===== config.mk =====
export PLATFORM = sky130hd
export DESIGN_NAME = fm_rd_split_n
export DESIGN_NICKNAME = d
export VERILOG_FILES = /design/src/rtl/fm_rd_split_n.sv
export SDC_FILE = /design/constraint.sdc
export NUM_CORES = 1
export LEC_CHECK = 0
export CELL_PAD_IN_SITES_DETAIL_PLACEMENT = 1
export CELL_PAD_IN_SITES_GLOBAL_PLACEMENT = 2
export CORE_MARGIN = 2
export CORE_UTILIZATION = 28
export DETAILED_ROUTE_END_ITERATION = 8
export PLACE_DENSITY_LB_ADDON = 0.12
export SLEW_MARGIN = 30
export SYNTH_ARGS = -nofsm -noshare
export SYNTH_HDL_FRONTEND = slang
export SYNTH_SLANG_ARGS = --single-unit

===== constraint.sdc =====
create_clock -name clk_core -period 3.2 [get_ports clk_core]
set_clock_uncertainty 0.15 [all_clocks]
set_input_delay 0.8 -clock clk_core [delete_from_list [all_inputs] [get_ports clk_core]]
set_output_delay 0.8 -clock clk_core [all_outputs]
set_load 0.05 [all_outputs]

===== src/rtl/fm_rd_split_n.sv =====
// N-way read-burst splitter: one upstream read request becomes a run of sub-bursts of at most
// P_SUB_LEN words. Define FM_RD_SPLIT_N_ALIGN_EN to keep sub-bursts inside P_SUB_LEN-aligned blocks.
module fm_rd_split_n #(
    parameter int unsigned P_ADDR_WIDTH = 29,
    parameter int unsigned P_LEN_WIDTH  = 6,
    parameter int unsigned P_SUB_LOG2   = 4,
    parameter int unsigned P_SUB_LEN    = 16
) (
    input  logic                    clk_core,
    input  logic                    rst_x,
    input  logic                    i_req,
    input  logic [P_ADDR_WIDTH-1:0] i_adrs,
    input  logic [P_LEN_WIDTH-1:0]  i_len,
    output logic                    o_ack,
    output logic                    o_busy,
    output logic                    o_req,
    output logic [P_ADDR_WIDTH-1:0] o_adrs,
    output logic [P_LEN_WIDTH-1:0]  o_len,
    output logic                    o_first,
    output logic                    o_last,
    input  logic                    i_ack
);

    // A full-size piece length must fit in o_len.
    if ((P_LEN_WIDTH <= P_SUB_LOG2) || (P_SUB_LEN != (1 << P_SUB_LOG2))) begin : g_bad_params
        $error("fm_rd_split_n: inconsistent P_SUB_LEN/P_SUB_LOG2/P_LEN_WIDTH");
    end

    localparam logic [P_LEN_WIDTH-1:0] LP_SUB_LEN = P_LEN_WIDTH'(P_SUB_LEN);

    typedef enum logic {
        P_IDLE,
        P_ISSUE
    } state_t;

    state_t                  r_state;
    state_t                  w_state_nxt;
    logic [P_ADDR_WIDTH-1:0] r_adrs;
    logic [P_LEN_WIDTH-1:0]  r_rem;
    logic                    r_first;

    logic [P_LEN_WIDTH-1:0]  w_lim;
    logic [P_LEN_WIDTH-1:0]  w_piece;
    logic                    w_last;
    logic                    w_start;

`ifdef FM_RD_SPLIT_N_ALIGN_EN
    assign w_lim = LP_SUB_LEN - P_LEN_WIDTH'(r_adrs[P_SUB_LOG2-1:0]);
`else
    assign w_lim = LP_SUB_LEN;
`endif

    assign w_piece = (r_rem < w_lim) ? r_rem : w_lim;
    assign w_last  = (r_rem == w_piece);
    // Zero-length requests are acknowledged but never reach the downstream port.
    assign w_start = (r_state == P_IDLE) && i_req && (i_len != '0);

    always_ff @(posedge clk_core or negedge rst_x) begin
        if (!rst_x) begin
            r_state <= P_IDLE;
        end else begin
            r_state <= w_state_nxt;
        end
    end

    always_comb begin
        w_state_nxt = r_state;
        case (r_state)
            P_IDLE:  if (w_start) w_state_nxt = P_ISSUE;
            P_ISSUE: if (i_ack && w_last) w_state_nxt = P_IDLE;
            default: w_state_nxt = P_IDLE;
        endcase
    end

    always_ff @(posedge clk_core or negedge rst_x) begin
        if (!rst_x) begin
            r_adrs  <= '0;
            r_rem   <= '0;
            r_first <= 1'b0;
        end else if (w_start) begin
            r_adrs  <= i_adrs;
            r_rem   <= i_len;
            r_first <= 1'b1;
        end else if ((r_state == P_ISSUE) && i_ack) begin
            r_adrs  <= r_adrs + P_ADDR_WIDTH'(w_piece);
            r_rem   <= r_rem - w_piece;
            r_first <= 1'b0;
        end
    end

    always_comb begin
        o_ack   = 1'b0;
        o_busy  = 1'b0;
        o_req   = 1'b0;
        o_adrs  = '0;
        o_len   = '0;
        o_first = 1'b0;
        o_last  = 1'b0;
        case (r_state)
            P_IDLE: begin
                o_ack = i_req;
            end
            P_ISSUE: begin
                o_busy  = 1'b1;
                o_req   = 1'b1;
                o_adrs  = r_adrs;
                o_len   = w_piece;
                o_first = r_first;
                o_last  = w_last;
            end
            default: begin
                o_ack = 1'b0;
            end
        endcase
    end

endmodule

==> results of run 1 <==
-- logic make-up (layout without fill, tap and decap cells) --
family / Yosys count / in the layout / share of synthesized area (%)
compound gates: 81 / 81 / 20.76
xor+xnor: 3 / 3 / 0.9318
fa+ha+maj: 9 / 9 / 4.348
buf+inv: 32 / 108 / 5.501
flops: 37 / 37 / 32.83
mux: 3 / 3 / 1.109
other cells: 2 / 3 / 0.2663
simple gates: 172 / 172 / 34.25
-- sequential cells by signal, indices dropped and copies added (netlist names) --
signal,count
r_state,1
r_rem,6
r_first,1
r_adrs,29
-- cell type report --
cell class / count / area (sq um) / area share, %
timing repair buffer: 97 / 845.8 / 22.32
inverter: 3 / 11.26 / 0.2972
multi-input combinational: 271 / 1757 / 46.37
tap: 133 / 166.4 / 4.392
sequential: 37 / 925.9 / 24.44
clock inverter: 2 / 10.01 / 0.2642
clock buffer: 6 / 72.57 / 1.915
-- synth_stat cells (all sizes together) (3+ instances only) --
cell,n
a31oi,11
nor3,7
ha,6
or4,11
nand2,30
o31ai,9
dfrtp,37
and3,18
and4,6
a31o,4
nand3,18
o211ai,7
a22oi,8
inv,3
a21o,7
o21ai,5
o311ai,3
buf,13
a21oi,13
nor2,26
and2,35
clkbuf,16
nand4,12
-- power breakdown --
group / internal, uW / total, uW / switching (uW)
Clock: 152 / 337 / 185
Combinational: 1110 / 3040 / 1930
Sequential: 695 / 1030 / 338
Total: 1960 / 4410 / 2450
-- layer usage --
metal	vias up	wire, microns	GRT usage, %
li1	1404	-	-
met1	1474	4668	24.86
met2	60	4793	31.93
met3	8	325	3.008
met4	0	95	3.764
met5	-	0	0
-- worst max-delay path, stage by stage (launching register included) --
cell and delay, ns:
dfrtp_1 0.39, buf_4 0.16, or4_1 0.46, a21oi_1 0.26
and2_1 0.17, buf_4 0.19
-- per-stage QoR --
step / instance area (sq um) / hold slack, ns / setup WS, ns / cells / util [%]
CTS: 3786 / 0.3412 / 0.2973 / 549 / 38.74
global route: 3789 / 0.3648 / 0.2437 / 549 / 38.76
global placement: 3704 / 0.3142 / 0.1939 / 541 / 37.89
detailed placement: 3704 / 0.3208 / 0.1748 / 541 / 37.89
finish: 3789 / 0.3369 / 0.3232 / 549 / 38.76
floorplan: 2824 / 0.2889 / 0.3666 / 340 / -
-- path summary, 6_finish.rpt --
kind | endpoint | from | depth (start not counted)
setup / recovery | o_last | r_rem[1]$_DFFE_PN0P_ | 5
min in group clk_core | r_first$_DFFE_PN0P_ | r_first$_DFFE_PN0P_ | 2
max in group asynchronous | r_rem[3]$_DFFE_PN0P_ | rst_x | 1
hold / removal | r_adrs[15]$_DFFE_PN0P_ | rst_x | 1
hold reg to reg | r_first$_DFFE_PN0P_ | r_first$_DFFE_PN0P_ | 2
setup reg to reg | r_adrs[22]$_DFFE_PN0P_ | r_rem[5]$_DFFE_PN0P_ | 9
==> summary.txt, run 1 <==
Critical path
  – Crit start category: register
  – Max Fanout on Critical Path: 7
  – Kind of critical path: register to primary output
  – Crit. End Element: primary output
  – CP required: 2.25 ns
  – Flop-to-flop setup slack: 0.40 ns
  – Arrival time worst endpoint: 1.93 ns

STA
  – Setup Viol. Count Final: 0
  – Tightest Pin Transition: 0.5690 ns
  – Fin. Hold Viols: 0
  – RSZ-0062 raised after global routing: no
  – Fmax: 347.6 MHz
  – Slew Limit Fails: 0
  – Setup TNS: 0 ns
  – Final Cycle Share: 89.90%
  – Minimum clock period after layout: 2.877 ns
  – Max-slew headroom: between 60 and 70%

Die
  – Die Area: 10890 sq um
  – Die width: 104.4 microns
  – Initial Utilization: approximately 29%
  – Core area: 9774 sq um
  – Site Rows: 36
  – Die height: roughly 100 microns
  – I/O Pins: 79

CTS
  – # resized after CTS: 0
  – CTS buffer count: 5
  – TritonCTS clock tree: yes
  – Clock Path Buffers: 2
  – Postcts setup bufs: 0
  – H-tree depth: 2
  – Root buffer cell: clkbuf_8
  – Hold-fix buffers, CTS: 0
  – Clock sinks: 37
  – Worst-path clk slew: 0.08 ns
  – Clock Latency Late Sink: ~0.30 ns

Layout
  – Layout Nets: 461
  – Fillers: 1179
  – Most common cell after layout, fill and taps aside: buf_4
  – Layout cells sized above 1: 19.71%
  – Antenna Cells: 0
  – Commonest cells after routing, fill and taps aside: 58 x buf_4, 37 x clkdlybuf4s50_1, 37 x dfrtp_1, 35 x and2_1, 30 x nand2_1
  – Synth-to-layout area growth: 34.34%

Global route
  – Largest net degree at the start of global routing: 39
  – Initial antenna violation count: 0
  – First-pass GRT wire length: approximately 16000 microns
  – GRT Overall Usage: 18.69%
  – Vias in the first global route: 3082
  – Remaining global-route overflow: 0

Synthesis
  – Unique masters post-synth: 53
  – Top post-synthesis cells by area: dfrtp_1 33%, and2_1 7.8%, nand2_1 4.0%
  – Synthesized area per cell: 8.319 sq um
  – Post-synthesis sequential element count: 37
  – Post-synth EDFFs: 0
  – Mapped Cells: roughly 340
  – Synth Flop Type: dfrtp_1
  – Asr flop ratio synth: 100.0%
  – Synth warnings: 0
  – Synth Cell Area: between 2000 and 3000 sq um
  – Leading area contributor after synthesis: dfrtp_1
  – Sequential-to-total area share from yosys stat: between 30% and 40%
  – Yosys top cell area share: 32.83%

Placed design
  – I/O Buffers: 77
  – Placer Congestion: 0.7557
  – Hpwl dp: between 7000 and 8000 microns

Pwr
  – Pwr Density: between 1000 and 1500 nW/um^2
  – Pleak: 0.001624 uW
  – VDD IR max: 0.3890 mV
  – Pwr Total: approximately 4400 uW

Drt
  – Antenna-violating nets left: 0
  – Drt first-iter violations: 83
  – Vias per cell: 5.366
  – DR pass1 iterations: 5
  – DRC errors left: 0
  – Drt wl/cell: 18.00 microns
  – Via Count: just under 3k
  – Total length of routed wires: 9882 microns

Run
  – Max Cap Viol: 0

Status
  – Outcome: complete, no violations

Min path
  – Worst Hold Class: primary input to asynchronous set/reset pin
(Power assumes the default switching activity.)
==> run 2: changes to the inputs <==
--- a/config.mk
+++ b/config.mk
@@ -7,9 +7,10 @@
 export LEC_CHECK = 0
 export CELL_PAD_IN_SITES_DETAIL_PLACEMENT = 1
 export CELL_PAD_IN_SITES_GLOBAL_PLACEMENT = 2
-export CORE_MARGIN = 2
+export CORE_MARGIN = 3
 export CORE_UTILIZATION = 28
 export DETAILED_ROUTE_END_ITERATION = 8
+export GPL_TIMING_DRIVEN = 0
 export PLACE_DENSITY_LB_ADDON = 0.12
 export SLEW_MARGIN = 30
 export SYNTH_ARGS = -nofsm -noshare
==> summary.txt, run 2 (same netlist as run 1, synthesis figures left out) <==
Drt
  – Drt wl/cell: 19.45 microns
  – DR pass1 iterations: 4
  – Vias per cell: about 5.3
  – Via Count: 2982
  – Antenna-violating nets left: 0
  – Total length of routed wires: 10890 microns
  – Drt first-iter violations: approximately 110
  – DRC errors left: 0

Die
  – Die Area: 11310 sq um
  – Die width: 106.4 microns
  – Site Rows: 36
  – Core area: between 9000 and 10000 sq um
  – Initial Utilization: between 20 and 30%
  – I/O Pins: slightly below 80
  – Die height: 106.4 microns

STA
  – RSZ-0062 raised after global routing: no
  – Fmax: around 330 MHz
  – Minimum clock period after layout: just over 3 ns
  – Setup TNS: 0 ns
  – Setup slack after layout: 0.1325 ns
  – Final Cycle Share: between 90 and 100%
  – Setup Viol. Count Final: 0
  – Max-slew headroom: 53.59%
  – Fin. Hold Viols: 0
  – Slew Limit Fails: 0
  – Tightest Pin Transition: around 0.7 ns

Layout
  – Commonest cells after routing, fill and taps aside: 42 x clkdlybuf4s50_1, 37 x dfrtp_1, 35 x and2_1, 30 x nand2_1, 27 x dlygate4sd2_1
  – Final Non-Filler Cells: 560
  – Antenna Cells: 0
  – Layout cells sized above 1: 10.54%
  – Layout Nets: 472
  – Most common cell after layout, fill and taps aside: clkdlybuf4s50_1
  – Largest register by flop count: r_adrs
  – Design Area, Final: 3899 sq um
  – Largest registers: r_adrs (29), r_rem (6)
  – Number of flip-flops under the largest register name: 29
  – Synth-to-layout area growth: 38.24%

CTS
  – Root buffer cell: clkbuf_8
  – Clock sinks: 37
  – Worst-path clk slew: 0.08 ns
  – H-tree depth: 2
  – CTS buffer count: 5
  – Clock Latency Late Sink: around 0.31 ns
  – Clock Path Buffers: 2
  – TritonCTS clock tree: yes
  – Hold-fix buffers, CTS: 0

Placed design
  – Post-placement cell count: 551
  – Placer Congestion: 0.7790
  – Pre-CTS setup slack: -0.3171 ns
  – Placed inst area: between 3000 and 4000 sq um
  – I/O Buffers: between 70 and 80
  – Hpwl dp: 8078 microns

Status
  – Outcome: complete, no violations

Pwr
  – Pwr Density: 1167 nW/um^2
  – Pleak: about 0.0017 uW
  – VDD IR max: 0.4030 mV
  – Pwr Total: 4548 uW

Critical path
  – Slowest stage cell, crit path: clkdlybuf4s50_1
  – Arrival time worst endpoint: 2.12 ns
  – Crit-path cells: clkdlybuf4s50_1, nor2b_1, clkbuf_1, clkdlybuf4s15_2
  – CP top delay family: buffers and inverters
  – Max Fanout on Critical Path: 7
  – Critical path origin: i_req
  – Crit start category: primary input
  – Crit. End Element: primary output
  – R2r startpoint: r_rem[4]$_DFFE_PN0P_
  – CP bufs+invs: 3
  – Kind of critical path: primary input to primary output
  – CP required: 2.25 ns
  – Max stage delay on crit path: 0.45 ns

Global route
  – Largest net degree at the start of global routing: 22
  – GRT Overall Usage: 19.67%
  – First-pass GRT wire length: 17370 microns
  – Vias in the first global route: 3122
  – Initial antenna violation count: 0
  – Remaining global-route overflow: 0

Min path
  – Worst Hold Class: primary input to asynchronous set/reset pin

Run
  – Max Cap Viol: 0
-- run 2: cell types whose count changed in the layout (fill, tap and decap cells not counted), moves of 2 or more --
cell,before,now
buf_2,0,9
buf_4,58,4
buf_6,0,2
bufinv_16,0,2
clkbuf_1,1,12
clkbuf_2,0,5
clkdlybuf4s15_1,0,5
clkdlybuf4s50_1,37,42
dlygate4sd2_1,0,27
-- run 2: what timing repair did --
item,4_1_cts,5_1_grt
endpoints found under the hold margin,0,0
pin swaps,0,1
cloned,0,0
setup buffers,0,1
endpoints found under the setup margin,40,12
gates resized for setup,42,7
-- run 2: report_power, final --
| group | leakage [uW] | internal [uW] | switching [uW] |
|---|---|---|---|
| registers | 0.000435 | 695 | 283 |
| clock network | 0.0000681 | 310 | 198 |
| logic | 0.00118 | 1010 | 2050 |
| total | 0.00168 | 2020 | 2530 |
-- run 2: through the flow --
step                utilization, %  hold WS, ns
finish                       39.89       0.2849
global route                 39.89       0.3076
CTS                          39.75       0.2963
detailed placement           38.63       0.3167
global placement             38.48       0.3038
floorplan                        -       0.2889
-- run 2: worst paths after layout --
path	to	depth (start not counted)	slack [ns]
min reg2reg	r_first$_DFFE_PN0P_	2	0.33
max reg2reg	r_adrs[15]$_DFFE_PN0P_	10	0.21
min in group clk_core	r_first$_DFFE_PN0P_	2	0.33
max	o_ack	4	0.13
max in group asynchronous	r_adrs[14]$_DFFE_PN0P_	2	2.13
min	r_adrs[17]$_DFFE_PN0P_	1	0.28
-- run 2: final cells by class --
type                            count  area, sq um
Fill cell                        1192         5876
Sequential cell                    37        925.9
Timing Repair Buffer               79        755.7
Tap cell                          133        166.4
Buffer                             29        150.1
Clock buffer                        5        68.82
Inverter                            3        11.26
Clock inverter                      3        65.06
Multi-Input combinational cell    271         1755
-- run 2: routing by layer --
metal  vias up  track usage, %  part of all wire [%]
li1       1435               -                     -
met1      1467           26.73                    47
met2        72           32.71                    47
met3         8           2.854                   4.6
met4         0           5.088                   1.5
met5         -               0                     0
==> run 3: changes to the inputs <==
--- a/config.mk
+++ b/config.mk
@@ -8,7 +8,8 @@
 export CELL_PAD_IN_SITES_DETAIL_PLACEMENT = 1
 export CELL_PAD_IN_SITES_GLOBAL_PLACEMENT = 2
 export CORE_MARGIN = 3
-export CORE_UTILIZATION = 28
+export CORE_UTILIZATION = 29
+export CTS_BUF_LIST = sky130_fd_sc_hd__clkbuf_4
 export DETAILED_ROUTE_END_ITERATION = 8
 export GPL_TIMING_DRIVEN = 0
 export PLACE_DENSITY_LB_ADDON = 0.12
==> summary.txt, run 3 (same netlist as run 1, synthesis figures left out) <==
Status
  – Outcome: complete, no violations

Die
  – I/O Pins: 79
  – Site Rows: 35
  – Die height: 104.6 microns
  – Die Area: around 11000 sq um
  – Core area: 9328 sq um
  – Initial Utilization: 30.23%
  – Die width: around 100 microns

Global route
  – Largest net degree at the start of global routing: 21
  – First-pass GRT wire length: 16770 microns
  – Remaining global-route overflow: 0
  – Vias in the first global route: 3083
  – Initial antenna violation count: 0
  – GRT Overall Usage: 19.11%

Pwr
  – Pleak: 0.001609 uW
  – Seq pwr share: between 20% and 30%
  – Internal power: between 1500 and 2000 uW
  – Logic gate share of total power: 69.6%
  – VDD IR max: about 0.46 mV
  – Clk pwr share: 8.0%
  – Sw Ratio: a little under three fifths
  – Pwr Density: roughly 1100 nW/um^2
  – Pwr Total: between 4000 and 5000 uW
  – Psw: 2490 uW

STA
  – Minimum clock period after layout: 3.104 ns
  – Fmax: about 320 MHz
  – Slew Limit Fails: 0
  – RSZ-0062 raised after global routing: no
  – Tightest Pin Transition: between 0.6 and 0.7 ns
  – Fin. Hold Viols: 0
  – Max-slew headroom: a little under three fifths
  – Final Cycle Share: 97.00%
  – Setup Viol. Count Final: 0

Critical path
  – Worst reg2reg path endpoint: r_adrs[28]$_DFFE_PN0P_
  – Max stage delay on crit path: 0.80 ns
  – Slowest stage cell, crit path: clkdlybuf4s50_1
  – Crit-path cells: clkbuf_2, and2_1, clkdlybuf4s50_1
  – Flop-to-flop setup slack: 0.24 ns
  – Arrival time worst endpoint: about 2.2 ns
  – CP required: 2.25 ns
  – CP bufs+invs: 2
  – Max Fanout on Critical Path: 10
  – R2r startpoint: r_rem[4]$_DFFE_PN0P_
  – CP top delay family: buffers and inverters
  – Crit. End Element: primary output
  – Worst path depth: 3
  – CP endpoint: o_adrs[28]
  – Critical path origin: r_state$_DFF_PN0_
  – Kind of critical path: register to primary output
  – Reg2Reg Depth: 10
  – Crit start category: register

Placed design
  – Placed inst area: 3779 sq um
  – Post-placement cell count: 547
  – Placer Congestion: around 0.82
  – I/O Buffers: between 70 and 80
  – Hpwl dp: roughly 7600 microns

Layout
  – Antenna Cells: 0
  – Most common cell after layout, fill and taps aside: clkdlybuf4s50_1
  – Synth-to-layout area growth: 35.76%
  – Number of flip-flops under the largest register name: 29
  – Largest register by flop count: r_adrs
  – Design Area, Final: 3829 sq um
  – Commonest cells after routing, fill and taps aside: 42 x clkdlybuf4s50_1, 37 x dfrtp_1, 35 x and2_1, 30 x nand2_1, 24 x nor2_1
  – Final Non-Filler Cells: 555
  – Largest registers: r_adrs (29), r_rem (6)
  – Layout Nets: around 470
  – Layout cells sized above 1: 14.32%

CTS
  – Clock Latency Late Sink: around 0.36 ns
  – CTS buffer count: 5
  – Hold-fix buffers, CTS: 0
  – Clock Path Buffers: 2
  – Clock sinks: 37
  – H-tree depth: 2
  – Worst-path clk slew: 0.13 ns
  – TritonCTS clock tree: yes
  – Root buffer cell: clkbuf_4

Drt
  – DR pass1 iterations: 4
  – Via Count: 2978
  – Antenna-violating nets left: 0
  – DRT met1 WL: 4964 microns
  – Vias per cell: 5.366
  – Top sig layer: met4
  – Drt wl/cell: between 15 and 20 microns
  – DRC errors left: 0
  – Routed met3 length: 367 microns
  – WL met2: 4887 microns
  – Drt first-iter violations: 98
  – Total length of routed wires: 10330 microns

Min path
  – Worst Hold Class: primary input to asynchronous set/reset pin

Run
  – Max Cap Viol: 0
run 3: changes by cell type in the layout (fill, tap and decap cells not counted), moves of 5 or more:
cell and change:
clkbuf_8 -5, clkbuf_4 +6, clkdlybuf4s15_1 +6, clkbuf_2 +10, dlygate4sd2_1 -21, clkdlybuf4s15_2 +5
run 3: power groups by stage:
stage	registers [uW]	clock network [uW]	logic [uW]
2_1_floorplan	903	0	2180
6_report	979	352	3040
3_5_place_dp	982	0	3160
5_1_grt	1030	380	3300
4_1_cts	974	362	3060
3_3_place_gp	971	0	3130
run 3: worst register-to-register path: cells and delay by family, from the launching register on:
| kind | cells | cell delay [ns] |
|---|---|---|
| and+or+nand+nor | 2 | 0.82 |
| AOI/OAI and AO/OA | 4 | 0.67 |
| buffers and inverters | 3 | 0.49 |
| adders and majority gates | 1 | 0.41 |
| DFF | 1 | 0.37 |
run 3: per-layer routing:
layer	track usage, %	vias up
li1	-	1432
met1	26.04	1476
met2	31.73	64
met3	2.779	6
met4	5.061	0
met5	0	-
run 3: final cells by class:
| class | count | area (sq um) |
|---|---|---|
| Buffer | 28 | 146.4 |
| Clock buffer | 6 | 45.04 |
| Clock inverter | 2 | 33.78 |
| Fill cell | 1156 | 5499 |
| Inverter | 3 | 11.26 |
| Multi-Input combinational cell | 271 | 1759 |
| Sequential cell | 37 | 925.9 |
| Tap cell | 129 | 161.4 |
| Timing Repair Buffer | 79 | 745.7 |
run 3: worst min-delay path by stage:
stage	start	endpoint	cells after the start
global route	rst_x	r_adrs[12]$_DFFE_PN0P_	1
detailed placement	r_first$_DFFE_PN0P_	r_first$_DFFE_PN0P_	2
global placement	r_first$_DFFE_PN0P_	r_first$_DFFE_PN0P_	2
floorplan	r_first$_DFFE_PN0P_	r_first$_DFFE_PN0P_	2
finish	rst_x	r_adrs[12]$_DFFE_PN0P_	1
CTS	rst_x	r_adrs[12]$_DFFE_PN0P_	1
run 3: stage by stage:
stage	util [%]	setup slack [ns]	TNS, ns	hold slack, ns
detailed placement	40.51	-0.2754	-2.632	0.3254
CTS	41.21	0.01285	0	0.2562
floorplan	-	0.3666	0	0.2889
global route	41.05	0.0008409	0	0.2752
global placement	40.27	-0.2741	-2.486	0.3104
finish	41.05	0.09610	0	0.2514
run 3: timing repair:
item                       CTS  global route
setup endpoints to repair   47            39
buffers inserted             0             1
resized for setup           51            36
pin swaps                    0             1
